`src/rtl/clock_mode_ctrl_if.sv`:
```
// Key/event inputs and mode, strobe and display outputs
// of the clock board mode controller.
interface clock_mode_ctrl_if;
  logic [3:0] key_n;
  logic       tick_1hz;
  logic       alarm_en;
  logic       alarm_hit;
  logic       timer_done;
  logic [1:0] mode;
  logic       setting;
  logic [1:0] field;
  logic       inc_pulse;
  logic       run_toggle;
  logic       sw_clear;
  logic [5:0] blank_mask;
  logic       ring;
  logic       ring_src;

  modport master (
    output key_n, tick_1hz, alarm_en,
    output alarm_hit, timer_done,
    input  mode, setting, field,
    input  inc_pulse, run_toggle, sw_clear,
    input  blank_mask, ring, ring_src
  );

  modport slave (
    input  key_n, tick_1hz, alarm_en,
    input  alarm_hit, timer_done,
    output mode, setting, field,
    output inc_pulse, run_toggle, sw_clear,
    output blank_mask, ring, ring_src
  );
endinterface

```
`src/rtl/clock_mode_ctrl.sv`:
```
// Digital clock board controller: key debounce, mode/setting
// FSM, ring arbitration and digit blink mask.
module clock_mode_ctrl #(
  parameter int DEBOUNCE_CYC = 500000,
  parameter int BLINK_CYC    = 12500000,
  parameter int RING_TICKS   = 60
) (
  input logic              clk,
  input logic              rst,
  clock_mode_ctrl_if.slave bus
);
  localparam int DW = $clog2(DEBOUNCE_CYC + 1);
  localparam int BW = $clog2(BLINK_CYC + 1);
  localparam int TW = $clog2(RING_TICKS + 1);
  localparam logic [DW-1:0] DB_LAST = DW'(DEBOUNCE_CYC - 1);
  localparam logic [BW-1:0] BL_LAST = BW'(BLINK_CYC - 1);
  localparam logic [TW-1:0] TK_LAST = TW'(RING_TICKS - 1);

  typedef enum logic [2:0] {
    RUN, SET_HOUR, SET_MIN, SET_SEC, RING
  } state_t;

  logic [3:0]    sync1, sync2, db, press;
  logic [DW-1:0] db_cnt [4];

  always_ff @(posedge clk or negedge rst) begin
    if (!rst) begin
      sync1 <= '1;
      sync2 <= '1;
      db    <= '1;
      press <= '0;
      for (int i = 0; i < 4; i++) db_cnt[i] <= '0;
    end else begin
      sync1 <= bus.key_n;
      sync2 <= sync1;
      for (int i = 0; i < 4; i++) begin
        press[i] <= 1'b0;
        if (sync2[i] == db[i]) begin
          db_cnt[i] <= '0;
        end else if (db_cnt[i] == DB_LAST) begin
          db_cnt[i] <= '0;
          db[i]     <= sync2[i];
          press[i]  <= ~sync2[i];
        end else begin
          db_cnt[i] <= db_cnt[i] + 1'b1;
        end
      end
    end
  end

  // one press per cycle survives: SET > NEXT > MODE > INC
  logic p_set, p_next, p_mode, p_inc, any_press;
  assign p_set     = press[1];
  assign p_next    = press[2] & ~press[1];
  assign p_mode    = press[0] & ~press[1] & ~press[2];
  assign p_inc     = press[3] & ~|press[2:0];
  assign any_press = |press;

  logic alarm_evt, ring_evt;
  assign alarm_evt = bus.alarm_hit & bus.alarm_en;
  assign ring_evt  = alarm_evt | bus.timer_done;

  state_t        state, state_n;
  logic [1:0]    mode_q, mode_n;
  logic          inc_q, inc_n, run_q, run_n;
  logic          clr_q, clr_n, src_q, src_n;
  logic [TW-1:0] tick_cnt, tick_n;
  logic [BW-1:0] blink_cnt;
  logic          phase;
  logic [5:0]    mask_q, mask_n;

  always_ff @(posedge clk or negedge rst) begin
    if (!rst) begin
      state     <= RUN;
      mode_q    <= '0;
      inc_q     <= 1'b0;
      run_q     <= 1'b0;
      clr_q     <= 1'b0;
      src_q     <= 1'b0;
      tick_cnt  <= '0;
      blink_cnt <= '0;
      phase     <= 1'b0;
      mask_q    <= '0;
    end else begin
      state    <= state_n;
      mode_q   <= mode_n;
      inc_q    <= inc_n;
      run_q    <= run_n;
      clr_q    <= clr_n;
      src_q    <= src_n;
      tick_cnt <= tick_n;
      mask_q   <= mask_n;
      // restart the blink visible on every state/field change
      if (state_n != state) begin
        blink_cnt <= '0;
        phase     <= 1'b0;
      end else if (blink_cnt == BL_LAST) begin
        blink_cnt <= '0;
        phase     <= ~phase;
      end else begin
        blink_cnt <= blink_cnt + 1'b1;
      end
    end
  end

  always_comb begin
    state_n = state;
    mode_n  = mode_q;
    src_n   = src_q;
    tick_n  = tick_cnt;
    inc_n   = 1'b0;
    run_n   = 1'b0;
    clr_n   = 1'b0;
    if (state != RING && ring_evt) begin
      state_n = RING;
      src_n   = ~alarm_evt;
      tick_n  = '0;
    end else begin
      unique case (state)
        RUN: begin
          unique case (1'b1)
            p_set:   if (mode_q != 2'd3) state_n = SET_HOUR;
            p_next:  clr_n = (mode_q == 2'd3);
            p_mode:  mode_n = mode_q + 2'd1;
            p_inc:   run_n = mode_q[1];
            default: ;
          endcase
        end
        SET_HOUR, SET_MIN, SET_SEC: begin
          unique case (1'b1)
            p_set:   state_n = RUN;
            p_next:  state_n = (state == SET_HOUR) ? SET_MIN :
                               (state == SET_MIN)  ? SET_SEC :
                                                     SET_HOUR;
            p_inc:   inc_n = 1'b1;
            default: ;
          endcase
        end
        RING: begin
          if (any_press) begin
            state_n = RUN;
          end else if (bus.tick_1hz) begin
            if (tick_cnt == TK_LAST) state_n = RUN;
            else tick_n = tick_cnt + 1'b1;
          end
        end
        default: state_n = RUN;
      endcase
    end
  end

  always_comb begin
    mask_n = '0;
    unique case (state)
      SET_HOUR: mask_n = {{2{phase}}, 4'b0};
      SET_MIN:  mask_n = {2'b0, {2{phase}}, 2'b0};
      SET_SEC:  mask_n = {4'b0, {2{phase}}};
      RING:     mask_n = {6{phase}};
      default:  mask_n = '0;
    endcase
  end

  assign bus.mode       = mode_q;
  assign bus.setting    = (state == SET_HOUR) |
                          (state == SET_MIN) |
                          (state == SET_SEC);
  assign bus.field      = (state == SET_HOUR) ? 2'd1 :
                          (state == SET_MIN)  ? 2'd2 :
                          (state == SET_SEC)  ? 2'd3 : 2'd0;
  assign bus.inc_pulse  = inc_q;
  assign bus.run_toggle = run_q;
  assign bus.sw_clear   = clr_q;
  assign bus.blank_mask = mask_q;
  assign bus.ring       = (state == RING);
  assign bus.ring_src   = src_q;
endmodule
```
`src/flat_wrapper.sv`:
```
// flat-port wrapper written by rule: the top's interface ports become plain ports
module clock_mode_ctrl_flat 
#(
  parameter int DEBOUNCE_CYC = 500000,
  parameter int BLINK_CYC    = 12500000,
  parameter int RING_TICKS   = 60
)
  (clk, rst, bus_key_n, bus_tick_1hz, bus_alarm_en, bus_alarm_hit, bus_timer_done, bus_mode, bus_setting, bus_field, bus_inc_pulse, bus_run_toggle, bus_sw_clear, bus_blank_mask, bus_ring, bus_ring_src);
  clock_mode_ctrl_if bus_i ();
  input logic clk;
  input logic rst;
  input wire logic [$bits(bus_i.key_n)-1:0] bus_key_n;
  input wire logic [$bits(bus_i.tick_1hz)-1:0] bus_tick_1hz;
  input wire logic [$bits(bus_i.alarm_en)-1:0] bus_alarm_en;
  input wire logic [$bits(bus_i.alarm_hit)-1:0] bus_alarm_hit;
  input wire logic [$bits(bus_i.timer_done)-1:0] bus_timer_done;
  output wire logic [$bits(bus_i.mode)-1:0] bus_mode;
  output wire logic [$bits(bus_i.setting)-1:0] bus_setting;
  output wire logic [$bits(bus_i.field)-1:0] bus_field;
  output wire logic [$bits(bus_i.inc_pulse)-1:0] bus_inc_pulse;
  output wire logic [$bits(bus_i.run_toggle)-1:0] bus_run_toggle;
  output wire logic [$bits(bus_i.sw_clear)-1:0] bus_sw_clear;
  output wire logic [$bits(bus_i.blank_mask)-1:0] bus_blank_mask;
  output wire logic [$bits(bus_i.ring)-1:0] bus_ring;
  output wire logic [$bits(bus_i.ring_src)-1:0] bus_ring_src;
  assign bus_i.key_n = bus_key_n;
  assign bus_i.tick_1hz = bus_tick_1hz;
  assign bus_i.alarm_en = bus_alarm_en;
  assign bus_i.alarm_hit = bus_alarm_hit;
  assign bus_i.timer_done = bus_timer_done;
  assign bus_mode = bus_i.mode;
  assign bus_setting = bus_i.setting;
  assign bus_field = bus_i.field;
  assign bus_inc_pulse = bus_i.inc_pulse;
  assign bus_run_toggle = bus_i.run_toggle;
  assign bus_sw_clear = bus_i.sw_clear;
  assign bus_blank_mask = bus_i.blank_mask;
  assign bus_ring = bus_i.ring;
  assign bus_ring_src = bus_i.ring_src;
  clock_mode_ctrl #(.DEBOUNCE_CYC(DEBOUNCE_CYC), .BLINK_CYC(BLINK_CYC), .RING_TICKS(RING_TICKS)) u_core (.clk(clk), .rst(rst), .bus(bus_i));
endmodule
```
`config.mk`:
```
export PLATFORM = sky130hd
export DESIGN_NAME = clock_mode_ctrl_flat
export DESIGN_NICKNAME = d
export VERILOG_FILES = /design/src/rtl/clock_mode_ctrl_if.sv /design/src/rtl/clock_mode_ctrl.sv /design/src/flat_wrapper.sv
export SDC_FILE = /design/constraint.sdc
export NUM_CORES = 1
export LEC_CHECK = 0
export ABC_AREA = 1
export BUFFER_PORTS_ARGS = -buffer_cell sky130_fd_sc_hd__buf_2
export CORE_MARGIN = 1
export CORE_UTILIZATION = 35
export DETAILED_ROUTE_END_ITERATION = 7
export PLACE_DENSITY = 0.46
export SYNTH_ARGS = -nofsm -noshare
export SYNTH_HDL_FRONTEND = slang
export SYNTH_SLANG_ARGS = --single-unit
```
`constraint.sdc`:
```
create_clock -name clk -period 2.1 [get_ports clk]
set_input_delay 0.42 -clock clk [delete_from_list [all_inputs] [get_ports clk]]
set_output_delay 0.42 -clock clk [all_outputs]
set_load 0.02 [all_outputs]
```
==> results of run 1 <==
==> stage by stage <==
step / instance area [sq um] / power (uW)
floorplan: 7684 / 3320
global placement: 8204 / 3545
detailed placement: 8204 / 3545
CTS: 8805 / 6564
global route: 8805 / 6803
finish: 8805 / 6461
==> worst min path at each step <==
stage | startpoint | endpoint
6_report | bus_key_n[2] | u_core.sync1[2]$_DFF_PN1_
2_1_floorplan | rst | u_core.blink_cnt[0]$_DFF_PN0_
3_5_place_dp | u_core.sync1[2]$_DFF_PN1_ | u_core.sync2[2]$_DFF_PN1_
4_1_cts | bus_key_n[0] | u_core.sync1[0]$_DFF_PN1_
3_3_place_gp | u_core.sync1[2]$_DFF_PN1_ | u_core.sync2[2]$_DFF_PN1_
5_1_grt | bus_key_n[3] | u_core.sync1[3]$_DFF_PN1_
==> power by group through the flow <==
stage | clock (uW) | combinational [uW] | sequential (uW)
after detailed placement | 0 | 637 | 2910
after global placement | 0 | 631 | 2910
after floorplan | 0 | 434 | 2890
final | 2970 | 628 | 2860
after global routing | 3190 | 731 | 2890
after CTS | 3060 | 640 | 2860
==> routing by layer <==
layer | part of all wire | routed length, um
met3 | 0.028 | 507
met1 | 0.52 | 9552
met4 | 0.0084 | 154
met5 | 0 | 0
met2 | 0.44 | 8057
==> layout by cell type (no fill, tap or decap), types with 2 or more instances in the layout <==
master | netlist | layout
a31o_2 | 2 | 2
inv_6 | 0 | 2
nor3_1 | 64 | 64
o21bai_1 | 3 | 3
nand3_1 | 91 | 91
nand2_1 | 196 | 196
buf_12 | 2 | 3
or2_2 | 8 | 8
xnor2_1 | 6 | 6
nand4_1 | 44 | 44
clkinv_1 | 2 | 2
a21oi_1 | 16 | 16
xor2_1 | 37 | 37
buf_4 | 3 | 12
nand3b_1 | 6 | 6
buf_2 | 1 | 24
dfrtp_1 | 123 | 123
a21o_1 | 3 | 3
ha_1 | 7 | 7
nor4_1 | 13 | 13
dfstp_2 | 12 | 12
nor2_2 | 4 | 4
inv_1 | 136 | 136
clkinv_4 | 0 | 4
inv_2 | 2 | 2
o21ai_0 | 17 | 17
nor2_4 | 22 | 22
clkbuf_16 | 0 | 17
nand2_4 | 2 | 2
bufinv_16 | 0 | 2
nor3b_1 | 2 | 2
nor2_1 | 163 | 163
a31oi_1 | 3 | 3
clkinvlp_4 | 0 | 4
==> worst reg2reg max path: stages, from the launching register on <==
cell and delay [ns]:
dfrtp_1 0.66, nand3_1 0.17, nor2_2 0.16, nand2_1 0.11
nand2_2 0.07, nand2_1 0.05, nand2_1 0.07, nor2_2 0.05
nand2_4 0.07, buf_12 0.26, nor2_1 0.08
==> kinds of logic after synthesis <==
kind of cell / share of synthesized area
AO/OA/AOI/OAI: 0.03452
XOR/XNOR: 0.04901
adder cells (fa/ha/maj): 0.01140
buffers and inverters: 0.08468
flip-flops: 0.4416
AND/OR/NAND/NOR: 0.3788
==> sequential cells by signal, summed over array words and instances (netlist names) <==
signal	count
u_core.tick_cnt	6
u_core.bus.blank_mask	3
u_core.blink_cnt	24
u_core.sync1	4
u_core.phase	1
u_core.sync2	4
u_core.state	3
u_core.press	4
u_core.bus.ring_src	1
u_core.db	4
u_core.db_cnt	76
u_core.bus.mode	2
u_core.bus.inc_pulse	1
u_core.bus.run_toggle	1
u_core.bus.sw_clear	1
==> layout make-up <==
type                    instances  area [sq um]  area share
clock inverters                13         147.6     0.01677
flip-flops and latches        135          3393      0.3854
inverters                     141         545.5     0.06196
repair buffers                 41         291.5     0.03311
well taps                     275         344.1     0.03908
multi-input cells             714          3640      0.4134
clock buffers                  19         442.9     0.05031
==> timing repair <==
action,4_1_cts,5_1_grt
gates resized for setup,0,0
hold endpoints to repair,39,0
hold buffers,1,0
setup buffers,0,0
==> summary.md, run 1 <==
| Metric | Value |
|---|---|
| CTS Buffer Depth | `2` |
| Most used flip-flop cell after synthesis | `dfrtp_1` |
| Fin crit share | `0.9256` |
| P_int | `around 4800 uW` |
| Die H | `roughly 150 um` |
| CTS tree | `done` |
| Pins Over Slew Limit | `0` |
| Req. time, crit path | `around 1.7 ns` |
| Clock Skews | `0.008135 ns` |
| # port buffers | `25` |
| Initial antenna violation count | `0` |
| Total CTS buffers | `17` |
| CP delay by family, top | `flip-flops` |
| NumNets Final | `between 1000 and 1500` |
| Starting DRT DRC Count | `about 430` |
| R2R cell count | `10` |
| Worst setup margin | `around 0.16 ns` |
| Drt via density | `slightly below 5` |
| Syn Nets | `approximately 1000` |
| Max Fclk | `0.5144 GHz` |
| Ant diodes | `0` |
| Clock share of power | `0.460` |
| Final WL | `about 18000 um` |
| Seq pwr share | `0.443` |
| Core Util, Final | `0.4136` |
| Detail Route Antenna Nets | `0` |
| Worst path cell trace | `nor2_1, buf_2` |
| Row count | `53` |
| Non-filler cells, final | `1338` |
| Cell depth of the worst hold path | `1` |
| Crit path DAT | `1.52 ns` |
| Core area | `21290 sq um` |
| Layout filler cell count | `about 2200` |
| Register area share after synthesis | `0.4416` |
| Crit path max fanout | `8` |
| Root Driver | `clkbuf_16` |
| Post-Syn Area per Cell | `between 7 and 8 sq um` |
| Switch Pwr | `approximately 1700 uW` |
| Status | `complete, no violations` |
| Relative slew slack | `0.6558` |
| Maxcap violations | `0` |
| Launch point of the critical path | `u_core.state[2]$_DFF_PN0_` |
| Ys Warns | `0` |
| Setup TNS | `0 ns` |
| Routability cong. | `~0.85` |
| Synth cell types | `37` |
| Pleak | `0.003858 uW` |
| Met1 GRT Util | `0.2553` |
| 1st-pass router iterations | `5` |
| Yosys reg bits | `135` |
| Minimum clock period | `roughly 1.9 ns` |
| Num ports | `26` |
| First-pass GRT wire length | `31860 um` |
| Synth Cell Area | `around 7700 sq um` |
| R2R Setup Slk | `about 0.23 ns` |
| Register clock-pin slew on the reported worst setup and hold paths | `about 0.06 ns` |
| Die W | `around 150 um` |
| Post-Synthesis Cells | `approximately 1000` |
| Remaining DRCs | `0` |
| Yosys top cell area share | `0.4006` |
| Crit. End Element | `output pin` |
| Worst VDD drop | `~0.44 mV` |
| Worst hold slack | `between 0.1 and 0.15 ns` |
| Reg2reg start | `u_core.state[2]$_DFF_PN0_` |
| CP max-delay cell | `dfrtp_1` |
| CP startpoint kind | `flip-flop` |
| Post-DP HPWL | `between 10000 and 15000 um` |
| Met2 Use GR | `0.2799` |
| Area grow syn2layout | `14.59%` |
| RSZ-0062 raised after global routing | `no` |
| Share of cells above drive strength 1 | `0.1185` |
| Clk_lat worst skew | `~0.41 ns` |
| CP peak stage delay | `between 0.5 and 0.6 ns` |
| Met3 GRT Util | `0.02970` |
| GR Overflow Total | `0` |
| Die outline area | `between 20000 and 25000 sq um` |
| Sw Share | `0.2640` |
| Dpl ws | `about 0.16 ns` |
| List of most frequent post-synthesis cells | `nand2_1 (196), nor2_1 (163), inv_1 (136), dfrtp_1 (123), nand3_1 (91)` |
| Most frequent cell after synthesis | `nand2_1` |
| Post-synth EDFFs | `0` |
| Final hold violations | `0` |
| Overall routing resource usage | `0.1794` |
| H-tree depth | `4` |
| End of the critical path | `bus_field[1]` |
| Initial Util | `0.3610` |
| Worst path depth | `2` |
| Per-cell routed wire length | `roughly 14 um` |
| Critical path buffer and inverter count | `1` |
| Vias in the first global route | `between 6000 and 7000` |
| Pin count of the biggest net entering global routing | `47` |
| Pwr dens | `about 730 nW/um^2` |
| Largest area contributor in the netlist | `dfrtp_1` |
| Critical path type | `reg -> out` |
| Reg2reg end | `u_core.blink_cnt[23]$_DFF_PN0_` |
| Total number of vias | `~6400` |
| Grt peak-use layer | `met2` |
| Top cells by area, synth | `dfrtp_1 (40%), nand2_1 (9.6%), nor2_1 (8.0%), inv_1 (6.6%), nand3_1 (5.9%)` |
| Slew of the pin with the lowest slew margin | `0.5163 ns` |
| Dpl cells | `1305` |
| Worst hold path type | `in -> reg` |
| Synth async-reset ratio | `1.000` |
| Final setup violation count | `0` |
| Comb power frac | `0.097` |
| CTS sink count | `135` |
Note: power is estimated with default switching activity, not from simulation.
==> inputs of run 2 (changes only) <==
- BUFFER_PORTS_ARGS: -buffer_cell sky130_fd_sc_hd__buf_2 -> -buffer_cell sky130_fd_sc_hd__buf_4
- PLACE_DENSITY: 0.46 -> 0.47
==> run 2 against run 1 <==
Final cell count about the same. Register-to-register slack about the same. Worst setup slack worse by 0.0015 ns. Sequential cell count unchanged. Critical path type unchanged. Clock power up 5%. Count of clock-buffer cells in the layout up 1. Highest routed layer unchanged. Hold slack worse by 0.0014 ns. Design area up 1.2%. Sequential share of layout area down 0.47 points. Non-clock buffer count up 1.
==> summary.md, run 2 (same netlist as run 1, synthesis figures left out) <==
| Metric | Value |
|---|---|
| Status | `complete, no violations` |
| Setup Buffers After CTS | `0` |
| Pins Over Slew Limit | `0` |
| CP max-delay cell | `dfrtp_1` |
| NumNets Final | `roughly 1100` |
| Initial antenna violation count | `0` |
| Slew of the pin with the lowest slew margin | `0.5132 ns` |
| Relative slew slack | `0.6579` |
| Die H | `between 150 and 200 um` |
| Worst VDD drop | `around 0.46 mV` |
| Num ports | `26` |
| Initial Util | `0.3610` |
| Overall routing resource usage | `0.1774` |
| Total CTS buffers | `17` |
| FF/Latch Area | `3393 sq um` |
| Final WL | `around 18000 um` |
| Crit path DAT | `between 1.5 and 2 ns` |
| Top Registers | `u_core.db_cnt: 76 flops, u_core.blink_cnt: 24 flops, u_core.tick_cnt: 6 flops` |
| Final setup violation count | `0` |
| Starting DRT DRC Count | `404` |
| Multi-input logic area | `approximately 3600 sq um` |
| Share of cells above drive strength 1 | `0.1212` |
| Worst hold path type | `in -> reg` |
| Per-cell routed wire length | `approximately 14 um` |
| Critical path type | `reg -> out` |
| Maxcap violations | `0` |
| GR Overflow Total | `0` |
| Worst hold slack | `roughly 0.10 ns` |
| Post-DP HPWL | `13960 um` |
| Clk_lat worst skew | `between 0.4 and 0.5 ns` |
| Ant diodes | `0` |
| CP peak stage delay | `between 0.5 and 0.6 ns` |
| CP startpoint kind | `flip-flop` |
| Layout filler cell count | `around 2200` |
| First-pass GRT wire length | `31330 um` |
| Total number of vias | `approximately 6500` |
| Clock Skews | `about 0.011 ns` |
| Req. time, crit path | `between 1.5 and 2 ns` |
| Max reg flops | `76` |
| Die outline area | `22550 sq um` |
| Detail Route Antenna Nets | `0` |
| Crit. End Element | `output pin` |
| Routability cong. | `0.8901` |
| Dpl cell area | `a little over 8000 sq um` |
| Critical path buffer and inverter count | `1` |
| Design Area, Final | `8912 sq um` |
| CTS tree | `done` |
| Crit path max fanout | `8` |
| Row count | `53` |
| CP delay by family, top | `flip-flops` |
| Dpl ws | `roughly 0.20 ns` |
| 1st-pass router iterations | `5` |
| Remaining DRCs | `0` |
| Final hold violations | `0` |
| Area grow syn2layout | `15.99%` |
| Most frequent cells in the layout | `nand2_1 (196), nor2_1 (162), inv_1 (136)` |
| Max Fclk | `around 0.5 GHz` |
| CTS Buffer Depth | `2` |
| Core Util, Final | `0.4187` |
| Worst path cell trace | `nor2_1, buf_4` |
| Register clock-pin slew on the reported worst setup and hold paths | `roughly 0.060 ns` |
| Setup TNS | `0 ns` |
| Die W | `between 150 and 200 um` |
| Drt via density | `~4.9` |
| Pleak | `between 0.003 and 0.004 uW` |
| Minimum clock period | `between 1.5 and 2 ns` |
| Core area | `between 20000 and 25000 sq um` |
| Pin count of the biggest net entering global routing | `44` |
| Register name with the most flops | `u_core.db_cnt` |
| # port buffers | `25` |
| RSZ-0062 raised after global routing | `no` |
| Vias in the first global route | `between 6000 and 7000` |
| Worst setup margin | `about 0.15 ns` |
| Commonest non-fill, non-tap cell in the layout | `nand2_1` |
| H-tree depth | `4` |
| Fin crit share | `0.9264` |
| Root Driver | `clkbuf_16` |
| Pwr dens | `around 740 nW/um^2` |
| CTS sink count | `between 100 and 150` |
==> run 2: routing by layer <==
metal / wire length [um] / track usage
met1: 8818 / 0.2395
met2: 8533 / 0.2824
met3: 788 / 0.03394
met4: 326 / 0.06364
met5: 0 / 0
==> run 2: per-stage QoR <==
stage	power [uW]	cells
after global placement	3552	1306
final	6607	1339
after detailed placement	3550	1306
after floorplan	3320	1002
after CTS	6727	1339
after global routing	6945	1339
==> run 2: repair_timing <==
| item | 4_1_cts | 5_1_grt |
|---|---|---|
| setup endpoints to repair | 0 | 1 |
| resized for setup | 0 | 1 |
| endpoints found under the hold margin | 28 | 0 |
| hold buffers | 1 | 0 |
==> run 2: final timing paths <==
check                                               start                              to  slack, ns  cells past startpoint
max in group asynchronous                             rst        u_core.db[2]$_DFFE_PN1P_       1.01                      3
worst max register to register  u_core.state[2]$_DFF_PN0_  u_core.blink_cnt[23]$_DFF_PN0_       0.24                      9
worst max-delay path            u_core.state[2]$_DFF_PN0_                    bus_field[0]       0.15                      2
worst min-delay path                         bus_key_n[0]       u_core.sync1[0]$_DFF_PN1_       0.10                      1
worst min register to register  u_core.sync1[2]$_DFF_PN1_       u_core.sync2[2]$_DFF_PN1_       0.36                      0
min in group asynchronous                             rst     u_core.db_cnt[24]$_DFF_PN0_       0.45                      2
==> run 2: worst register-to-register path: stages (launching register included) <==
cell     delay [ns]
dfrtp_1        0.66
nand3_1        0.16
nor2_2         0.15
nand2_1        0.10
nand3_1        0.08
nand2_1        0.08
nor2_2         0.14
nand2_4        0.13
buf_12         0.19
nor2_1         0.09
==> run 2: power breakdown <==
group | total, uW | switching [uW] | leakage [uW] | internal, uW
Sequential | 2870 | 134 | 0.00181 | 2740
Combinational | 627 | 389 | 0.00178 | 238
Clock | 3110 | 1150 | 0.000306 | 1960
==> run 2: area by class of cell <==
cell class	instances	area share
clock inverters	12	0.01671
inverters	141	0.06121
well taps	275	0.03861
multi-input cells	714	0.4087
repair buffers	42	0.04170
flip-flops and latches	135	0.3807
clock buffers	20	0.05237
